<file path="src/rtl/aic1106_pkg.sv">
// Shared constants and types for the AIC1106 receive path: register map,
// STATUS/CONTROL bit positions and the 32-bit stereo sample word.
package aic1106_pkg;

   localparam logic [1:0] ADDR_DATA   = 2'd0;
   localparam logic [1:0] ADDR_STATUS = 2'd1;
   localparam logic [1:0] ADDR_CTRL   = 2'd2;

   localparam int STAT_EMPTY_BIT = 16;
   localparam int STAT_FULL_BIT  = 17;
   localparam int STAT_OVF_BIT   = 18;
   localparam int STAT_UDR_BIT   = 19;
   localparam int STAT_DROP_LSB  = 24;

   localparam int CTRL_FLUSH_BIT = 0;
   localparam int CTRL_EN_BIT    = 1;
   localparam int CTRL_IRQEN_BIT = 2;
   localparam int CTRL_THR_LSB   = 8;
   localparam int THR_W          = 8;

   localparam int DROP_W = 8;
   localparam logic [DROP_W-1:0] DROP_MAX = 8'hFF;

   // [15:0] first channel, [31:16] second channel
   typedef struct packed {
      logic [15:0] ch1;
      logic [15:0] ch0;
   } aic1106_sample_t;

   function automatic logic [DROP_W-1:0] sat_inc(input logic [DROP_W-1:0] v);
      logic [DROP_W-1:0] r;
      if (v == DROP_MAX) begin
         r = v;
      end else begin
         r = v + 8'd1;
      end
      return r;
   endfunction

endpackage

</file>
<file path="src/rtl/aic1106_sync_fifo.sv">
// Synchronous FIFO with occupancy count; push/pop arrive pre-qualified from
// the register block and flush overrides both.
module aic1106_sync_fifo
   import aic1106_pkg::*;
#(
   parameter int DEPTH = 64,
   parameter int AW    = $clog2(DEPTH)
) (
   input  logic            clk,
   input  logic            rst,
   input  logic            push,
   input  logic            pop,
   input  logic            flush,
   input  aic1106_sample_t wdata,
   output aic1106_sample_t rdata,
   output logic [AW:0]     level,
   output logic            full,
   output logic            empty
);

   aic1106_sample_t mem_q [DEPTH];
   logic [AW-1:0]   wr_ptr_q, wr_ptr_d;
   logic [AW-1:0]   rd_ptr_q, rd_ptr_d;
   logic [AW:0]     level_q, level_d;

   // Next pointer/level; flush wins over any same-cycle push or pop
   always_comb begin
      wr_ptr_d = wr_ptr_q;
      rd_ptr_d = rd_ptr_q;
      level_d  = level_q;
      if (flush) begin
         wr_ptr_d = '0;
         rd_ptr_d = '0;
         level_d  = '0;
      end else begin
         if (push) begin
            wr_ptr_d = wr_ptr_q + AW'(1);
         end else begin
            wr_ptr_d = wr_ptr_q;
         end
         if (pop) begin
            rd_ptr_d = rd_ptr_q + AW'(1);
         end else begin
            rd_ptr_d = rd_ptr_q;
         end
         case ({push, pop})
            2'b10:   level_d = level_q + (AW+1)'(1);
            2'b01:   level_d = level_q - (AW+1)'(1);
            default: level_d = level_q;
         endcase
      end
   end

   // Pointer and level state
   always_ff @(posedge clk or posedge rst) begin
      if (rst) begin
         wr_ptr_q <= '0;
         rd_ptr_q <= '0;
         level_q  <= '0;
      end else begin
         wr_ptr_q <= wr_ptr_d;
         rd_ptr_q <= rd_ptr_d;
         level_q  <= level_d;
      end
   end

   // Sample storage, intentionally unreset
   always_ff @(posedge clk) begin
      if (push && !flush) begin
         mem_q[wr_ptr_q] <= wdata;
      end
   end

   assign rdata = mem_q[rd_ptr_q];
   assign level = level_q;
   assign full  = (level_q == (AW+1)'(DEPTH));
   assign empty = (level_q == '0);

endmodule

</file>
<file path="src/rtl/aic1106_rx_fifo.sv">
// AIC1106 receive sample buffer: Avalon-ST capture into a FIFO, Avalon-MM
// DATA/STATUS/CONTROL slave. Define AIC1106_RX_IRQ_EN for the level IRQ.
module aic1106_rx_fifo
   import aic1106_pkg::*;
#(
   parameter int DEPTH = 64,
   parameter int AW    = $clog2(DEPTH)
) (
   input  logic        csi_clk,
   input  logic        csi_reset,
   input  logic [31:0] asi_data,
   input  logic        asi_valid,
   input  logic [1:0]  avs_s_address,
   input  logic        avs_s_chipselect,
   input  logic        avs_s_read,
   input  logic        avs_s_write,
   input  logic [31:0] avs_s_writedata,
   output logic [31:0] avs_s_readdata,
   output logic        ins_irq
);

   aic1106_sample_t   head_s;
   logic [AW:0]       level_s;
   logic              full_s, empty_s;
   logic              rd_s, wr_s, data_rd_s, status_wr_s, ctrl_wr_s;
   logic              flush_s, pop_s, push_s, drop_s, clear_ovf_s;
   logic [31:0]       status_s, ctrl_s, rdmux_s;
   logic [DROP_W-1:0] drop_base_s;

   logic              enable_q, enable_d;
   logic              overflow_q, overflow_d;
   logic              underrun_q, underrun_d;
   logic [DROP_W-1:0] drop_cnt_q, drop_cnt_d;
   logic [31:0]       readdata_q, readdata_d;

   assign rd_s        = avs_s_chipselect & avs_s_read;
   assign wr_s        = avs_s_chipselect & avs_s_write;
   assign data_rd_s   = rd_s & (avs_s_address == ADDR_DATA);
   assign status_wr_s = wr_s & (avs_s_address == ADDR_STATUS);
   assign ctrl_wr_s   = wr_s & (avs_s_address == ADDR_CTRL);
   assign flush_s     = ctrl_wr_s & avs_s_writedata[CTRL_FLUSH_BIT];
   assign clear_ovf_s = status_wr_s & avs_s_writedata[STAT_OVF_BIT];

   // A same-cycle pop frees the slot, so a push into a full FIFO still lands
   assign pop_s  = data_rd_s & ~empty_s;
   assign push_s = asi_valid & enable_q & ~flush_s & (~full_s | pop_s);
   assign drop_s = asi_valid & enable_q & ~flush_s & full_s & ~pop_s;

   aic1106_sync_fifo #(
      .DEPTH (DEPTH),
      .AW    (AW)
   ) u_fifo (
      .clk   (csi_clk),
      .rst   (csi_reset),
      .push  (push_s),
      .pop   (pop_s),
      .flush (flush_s),
      .wdata (aic1106_sample_t'(asi_data)),
      .rdata (head_s),
      .level (level_s),
      .full  (full_s),
      .empty (empty_s)
   );

`ifdef AIC1106_RX_IRQ_EN
   logic             irq_en_q, irq_en_d;
   logic [THR_W-1:0] threshold_q, threshold_d;
   logic             irq_q, irq_d;

   // Threshold compare in 9 bits so thresholds above DEPTH can never match
   always_comb begin
      if (ctrl_wr_s) begin
         irq_en_d    = avs_s_writedata[CTRL_IRQEN_BIT];
         threshold_d = avs_s_writedata[CTRL_THR_LSB +: THR_W];
      end else begin
         irq_en_d    = irq_en_q;
         threshold_d = threshold_q;
      end
      irq_d = irq_en_q && (threshold_q != 8'd0) && (9'(level_s) >= {1'b0, threshold_q});
   end

   // Interrupt configuration and output register
   always_ff @(posedge csi_clk or posedge csi_reset) begin
      if (csi_reset) begin
         irq_en_q    <= 1'b0;
         threshold_q <= 8'd0;
         irq_q       <= 1'b0;
      end else begin
         irq_en_q    <= irq_en_d;
         threshold_q <= threshold_d;
         irq_q       <= irq_d;
      end
   end

   assign ins_irq = irq_q;
`else
   assign ins_irq = 1'b0;
`endif

   // STATUS / CONTROL read images and the read mux
   always_comb begin
      status_s = 32'd0;
      status_s[AW:0]                          = level_s;
      status_s[STAT_EMPTY_BIT]                = empty_s;
      status_s[STAT_FULL_BIT]                 = full_s;
      status_s[STAT_OVF_BIT]                  = overflow_q;
      status_s[STAT_UDR_BIT]                  = underrun_q;
      status_s[STAT_DROP_LSB +: DROP_W]       = drop_cnt_q;
      ctrl_s = 32'd0;
      ctrl_s[CTRL_EN_BIT]                     = enable_q;
`ifdef AIC1106_RX_IRQ_EN
      ctrl_s[CTRL_IRQEN_BIT]                  = irq_en_q;
      ctrl_s[CTRL_THR_LSB +: THR_W]           = threshold_q;
`endif
      case (avs_s_address)
         ADDR_DATA:   rdmux_s = empty_s ? 32'd0 : 32'(head_s);
         ADDR_STATUS: rdmux_s = status_s;
         ADDR_CTRL:   rdmux_s = ctrl_s;
         default:     rdmux_s = 32'd0;
      endcase
   end

   // Flag and control next-state; a new event beats a same-cycle W1C
   always_comb begin
      if (ctrl_wr_s) begin
         enable_d = avs_s_writedata[CTRL_EN_BIT];
      end else begin
         enable_d = enable_q;
      end
      drop_base_s = clear_ovf_s ? {DROP_W{1'b0}} : drop_cnt_q;
      drop_cnt_d  = drop_s ? sat_inc(drop_base_s) : drop_base_s;
      overflow_d  = drop_s | (overflow_q & ~clear_ovf_s);
      underrun_d  = (data_rd_s & empty_s) |
                    (underrun_q & ~(status_wr_s & avs_s_writedata[STAT_UDR_BIT]));
      if (rd_s) begin
         readdata_d = rdmux_s;
      end else begin
         readdata_d = readdata_q;
      end
   end

   // Register file state
   always_ff @(posedge csi_clk or posedge csi_reset) begin
      if (csi_reset) begin
         enable_q   <= 1'b0;
         overflow_q <= 1'b0;
         underrun_q <= 1'b0;
         drop_cnt_q <= 8'd0;
         readdata_q <= 32'd0;
      end else begin
         enable_q   <= enable_d;
         overflow_q <= overflow_d;
         underrun_q <= underrun_d;
         drop_cnt_q <= drop_cnt_d;
         readdata_q <= readdata_d;
      end
   end

   assign avs_s_readdata = readdata_q;

   logic unused_s;
   assign unused_s = ^avs_s_writedata;

endmodule

</file>
<file path="config.mk">
export PLATFORM = sky130hd
export DESIGN_NAME = aic1106_rx_fifo
export DESIGN_NICKNAME = d
export VERILOG_FILES = /design/src/rtl/aic1106_pkg.sv /design/src/rtl/aic1106_sync_fifo.sv /design/src/rtl/aic1106_rx_fifo.sv
export SDC_FILE = /design/constraint.sdc
export NUM_CORES = 2
export LEC_CHECK = 0
export ABC_AREA = 1
export CORE_MARGIN = 5
export CORE_UTILIZATION = 65
export DETAILED_ROUTE_END_ITERATION = 8
export PLACE_DENSITY = 0.86
export SYNTH_ARGS = -nofsm -noshare
export SYNTH_HDL_FRONTEND = slang
export SYNTH_SLANG_ARGS = --single-unit
</file>
<file path="constraint.sdc">
create_clock -name csi_clk -period 9.3 [get_ports csi_clk]
set_input_delay 0.93 -clock csi_clk [delete_from_list [all_inputs] [get_ports csi_clk]]
set_output_delay 0.93 -clock csi_clk [all_outputs]
set_load 0.05 [all_outputs]
</file>
==> flow_metrics.py <==
metrics = {
    "hold_path": {
        "worstHoldStart": "avs_s_readdata[26]$_DFFE_PP0N_",
        "hold_end": "avs_s_readdata[26]$_DFFE_PP0N_",
        "hp-class": "reg -> reg",
        "holdPathStages": 2,
    },
    "worst_setup_path": {
        "worstPathRequired_ps": 9710,
        "ff2ff_path_depth": 14,
        "rrSetupSlack_ps": 4020,
        "setup.worst_path.class": "in -> reg",
        "worstPathArrival_ps": 6370,
        "startpoint_type": "primary input",
        "end_kind": "flip-flop",
        "critPathMaxFanout": 32,
        "r2r-end": "avs_s_readdata[17]$_DFFE_PP0N_",
        "r2r-start": "u_fifo.rd_ptr_q[2]$_DFFE_PP0P_",
    },
    "clocking": {
        "cts_inserted_buffers": 191,
        "cts_root_buf": "clkbuf_16",
        "cts_hold_buf": 0,
        "cts_setup_buffers": 0,
        "numClockSinks": 2110,
        "clk_latency_ps": 820,
        "cts_tree": "built",
        "cts.path.max_buffers": 3,
        "path_clk_slew_ps": 60,
        "h-tree-depth": 4,
        "postCtsResizedCells": 0,
    },
    "yosys": {
        "synth_cell_types": 37,
        "yosysWarnings": 0,
        "synth_cells": 6827,
        "yosys.area_share.simple": 0.129,
        "synth-compound-area-share": 0.0884,
        "yosys.area_share.adder": 0.000739,
        "syn_nets": 6904,
        "ys_ff_latch": 2110,
        "syn_area_um2": 84600,
        "yosysSeqAreaShare": 0.745,
        "synth_xor_area_frac": 0.000414,
        "avgSynthCellArea_um2": 12.4,
        "synth_top_family_by_area": "simple AND/OR/NAND/NOR gates",
        "synth.area.mux_share": 0.00414,
    },
    "pwr": {
        "p_switching_mw": 10.2,
        "p_int_mw": 17.2,
        "irDropWorstVdd_mv": 0.444,
        "seqPwrFrac": 0.400,
        "swShare": 0.372,
        "combinationalPowerShare": 0.321,
        "p_clk_frac": 0.279,
        "p_leak_nw": 32.1,
        "p_per_area_nw_per_um2": 295,
    },
    "global_route": {
        "grt_use_met1": 0.407,
        "use_met3": 0.0772,
        "grt_usage": 0.329,
        "overflow": 0,
        "grt_pass1_vias": 57300,
        "grt_start_max_net_pins": 294,
        "use_met2": 0.522,
        "antenna_found_initial": 2,
        "grt_busiest_layer": "met2",
        "grt_pass1_wl_um": 339000,
    },
    "detailed_routing": {
        "ant_nets": 0,
        "viasPerCell": 6.64,
        "routed_wl_um": 229000,
        "wl_per_cell_um": 26.4,
        "drt_iter0_drc": 9114,
        "drt_drc_violations_left": 1,
        "dr.pass1.iters": 9,
        "num_vias": 57600,
    },
    "timing": {
        "setup_viol": 0,
        "fmax_mhz": 168,
        "worst_slew_pin_slew_ps": 1350,
        "finalCritPeriodShare": 0.641,
        "finalHoldViolCount": 0,
        "setup_tns_ps": 0,
        "rsz0062_at_grt": "no",
        "fin_crit_ps": 5960,
        "slew_violations": 0,
        "slew_headroom": 0.103,
        "clock_skew_ps": 23.0,
    },
    "final_layout": {
        "layout_common_cells": "2,048 x edfxtp_1, 1,733 x nand2_1, 512 x nor2_1",
        "n_fill_cell": 7500,
        "drive_above_1_share": 0.0704,
        "layout_commonest_cell": "edfxtp_1",
        "regArea_um2": 63100,
        "syn_to_final_growth_pct": 9.56,
        "multiInputGateArea_um2": 19300,
        "nets": 6851,
        "utilization": 0.716,
    },
    "outcome": {
        "violations": "DRC",
        "outcome": "finished, violations left",
    },
    "floorplan": {
        "die_height_um": 371,
        "start_util": 0.654,
        "ios": 105,
        "die_w_um": 371,
        "rows": 132,
        "die_area_um2": 138000,
        "core_area_um2": 129000,
    },
    "job": {
        "max_cap_violations": 0,
    },
    "placement": {
        "dpl.hpwl_um": 114000,
        "port-buffer-count": 75,
        "routabilityCongestion": 0.892,
    },
}
[power by group through the flow]
stage	Combinational [mW]	Clock, mW	Sequential [mW]
detailed placement	8.21	0	11.1
CTS	8.44	7.65	10.9
floorplan	5.55	0	11.1
global route	9.34	8.06	11.0
global placement	7.87	0	11.1
finish	8.78	7.64	11.0
[per-stage QoR]
step | setup slack (ps) | instances | hold WS [ps] | instance area, um^2 | power [mW]
finish | 3340 | 8673 | 483 | 92700 | 27.4
global route | 3220 | 8671 | 513 | 92700 | 28.4
CTS | 3520 | 8671 | 486 | 92700 | 27.0
detailed placement | 2760 | 8323 | 468 | 86700 | 19.3
global placement | 2870 | 8323 | 467 | 86700 | 19.0
floorplan | 5070 | 6827 | 453 | 84600 | 16.7
[kinds of logic (layout without fill, tap and decap cells)]
| kind of cell | after synthesis | after routing |
|---|---|---|
| AO/OA/AOI/OAI | 1321 | 1321 |
| XOR/XNOR | 4 | 4 |
| adder cells (fa/ha/maj) | 5 | 5 |
| buffers and inverters | 600 | 702 |
| flip-flops | 2110 | 2110 |
| multiplexers | 35 | 35 |
| other | 1 | 3 |
| AND/OR/NAND/NOR | 2751 | 2751 |
[synthesized netlist by cell type]
master	number	share of area
or2_2	1	0.000074
mux2i_1	35	0.0041
o21ai_1	30	0.0018
nand3_2	1	0.00012
nor4_1	1	0.000074
edfxtp_1	2048	0.73
clkbuf_1	183	0.0081
nor3_1	88	0.0052
o21ai_0	510	0.030
a31oi_1	1	0.000074
conb_1	1	0.000044
buf_6	8	0.0011
dfrtp_1	62	0.018
a32o_1	1	0.00012
nor2_2	1	0.000074
inv_2	3	0.00013
o41ai_1	1	0.00010
buf_2	139	0.0082
ha_1	5	0.00074
xnor2_1	1	0.00010
nand4_1	11	0.00081
inv_4	2	0.00015
nor3b_1	1	0.000089
inv_1	167	0.0074
a21boi_0	120	0.011
xor2_1	3	0.00031
nand3_1	335	0.020
o211ai_1	18	0.0016
a21oi_1	278	0.016
o22ai_1	313	0.023
nand2_2	2	0.00015
buf_8	3	0.00053
nand2_1	1735	0.077
buf_1	39	0.0017
nor2_1	575	0.026
buf_4	56	0.0050
a211oi_1	49	0.0043
[per-layer routing]
metal / vias up / routed length (um) / part of all wire
li1: 24300 / - / -
met1: 27300 / 74700 / 0.33
met2: 4952 / 107000 / 0.47
met3: 1013 / 29900 / 0.13
met4: 0 / 17700 / 0.077
met5: - / 0 / 0
[how the worst max path moves through the flow]
stage                     cells after the start  slack, ps                        endpoint              from
final                                        10       3340  u_fifo.mem_q[10][18]$_DFFE_PP_  avs_s_chipselect
after global routing                         10       3220  u_fifo.mem_q[10][19]$_DFFE_PP_  avs_s_chipselect
after CTS                                    10       3520  u_fifo.mem_q[10][19]$_DFFE_PP_  avs_s_chipselect
after detailed placement                     10       2760  u_fifo.mem_q[10][10]$_DFFE_PP_  avs_s_chipselect
after global placement                       10       2870  u_fifo.mem_q[10][14]$_DFFE_PP_  avs_s_chipselect
after floorplan                               8       5070   u_fifo.mem_q[15][0]$_DFFE_PP_  avs_s_chipselect
[state kept, by name (all words and copies together) (netlist names)]
name             flops
enable_q             1
overflow_q           1
u_fifo.wr_ptr_q      6
u_fifo.rd_ptr_q      6
u_fifo.mem_q      2048
u_fifo.level         7
underrun_q           1
avs_s_readdata      32
drop_cnt_q           8
[critical path: stages]
cell	delay [ps]
clkdlybuf4s50_1	510
nand2_1	660
inv_1	960
nand2_1	190
nand3_1	190
nand2_1	80
buf_4	200
inv_1	260
nand4_1	930
nor2_4	1420
[layout make-up]
cell class | instances | share of cell area
inverters | 172 | 0.00733
clock buffers | 237 | 0.0555
well taps | 1742 | 0.0235
repair buffers | 182 | 0.0157
multi-input cells | 4117 | 0.208
clock inverters | 111 | 0.00923
flip-flops and latches | 2110 | 0.680
diodes | 2 | 0.0000540
(Power assumes the default switching activity.)
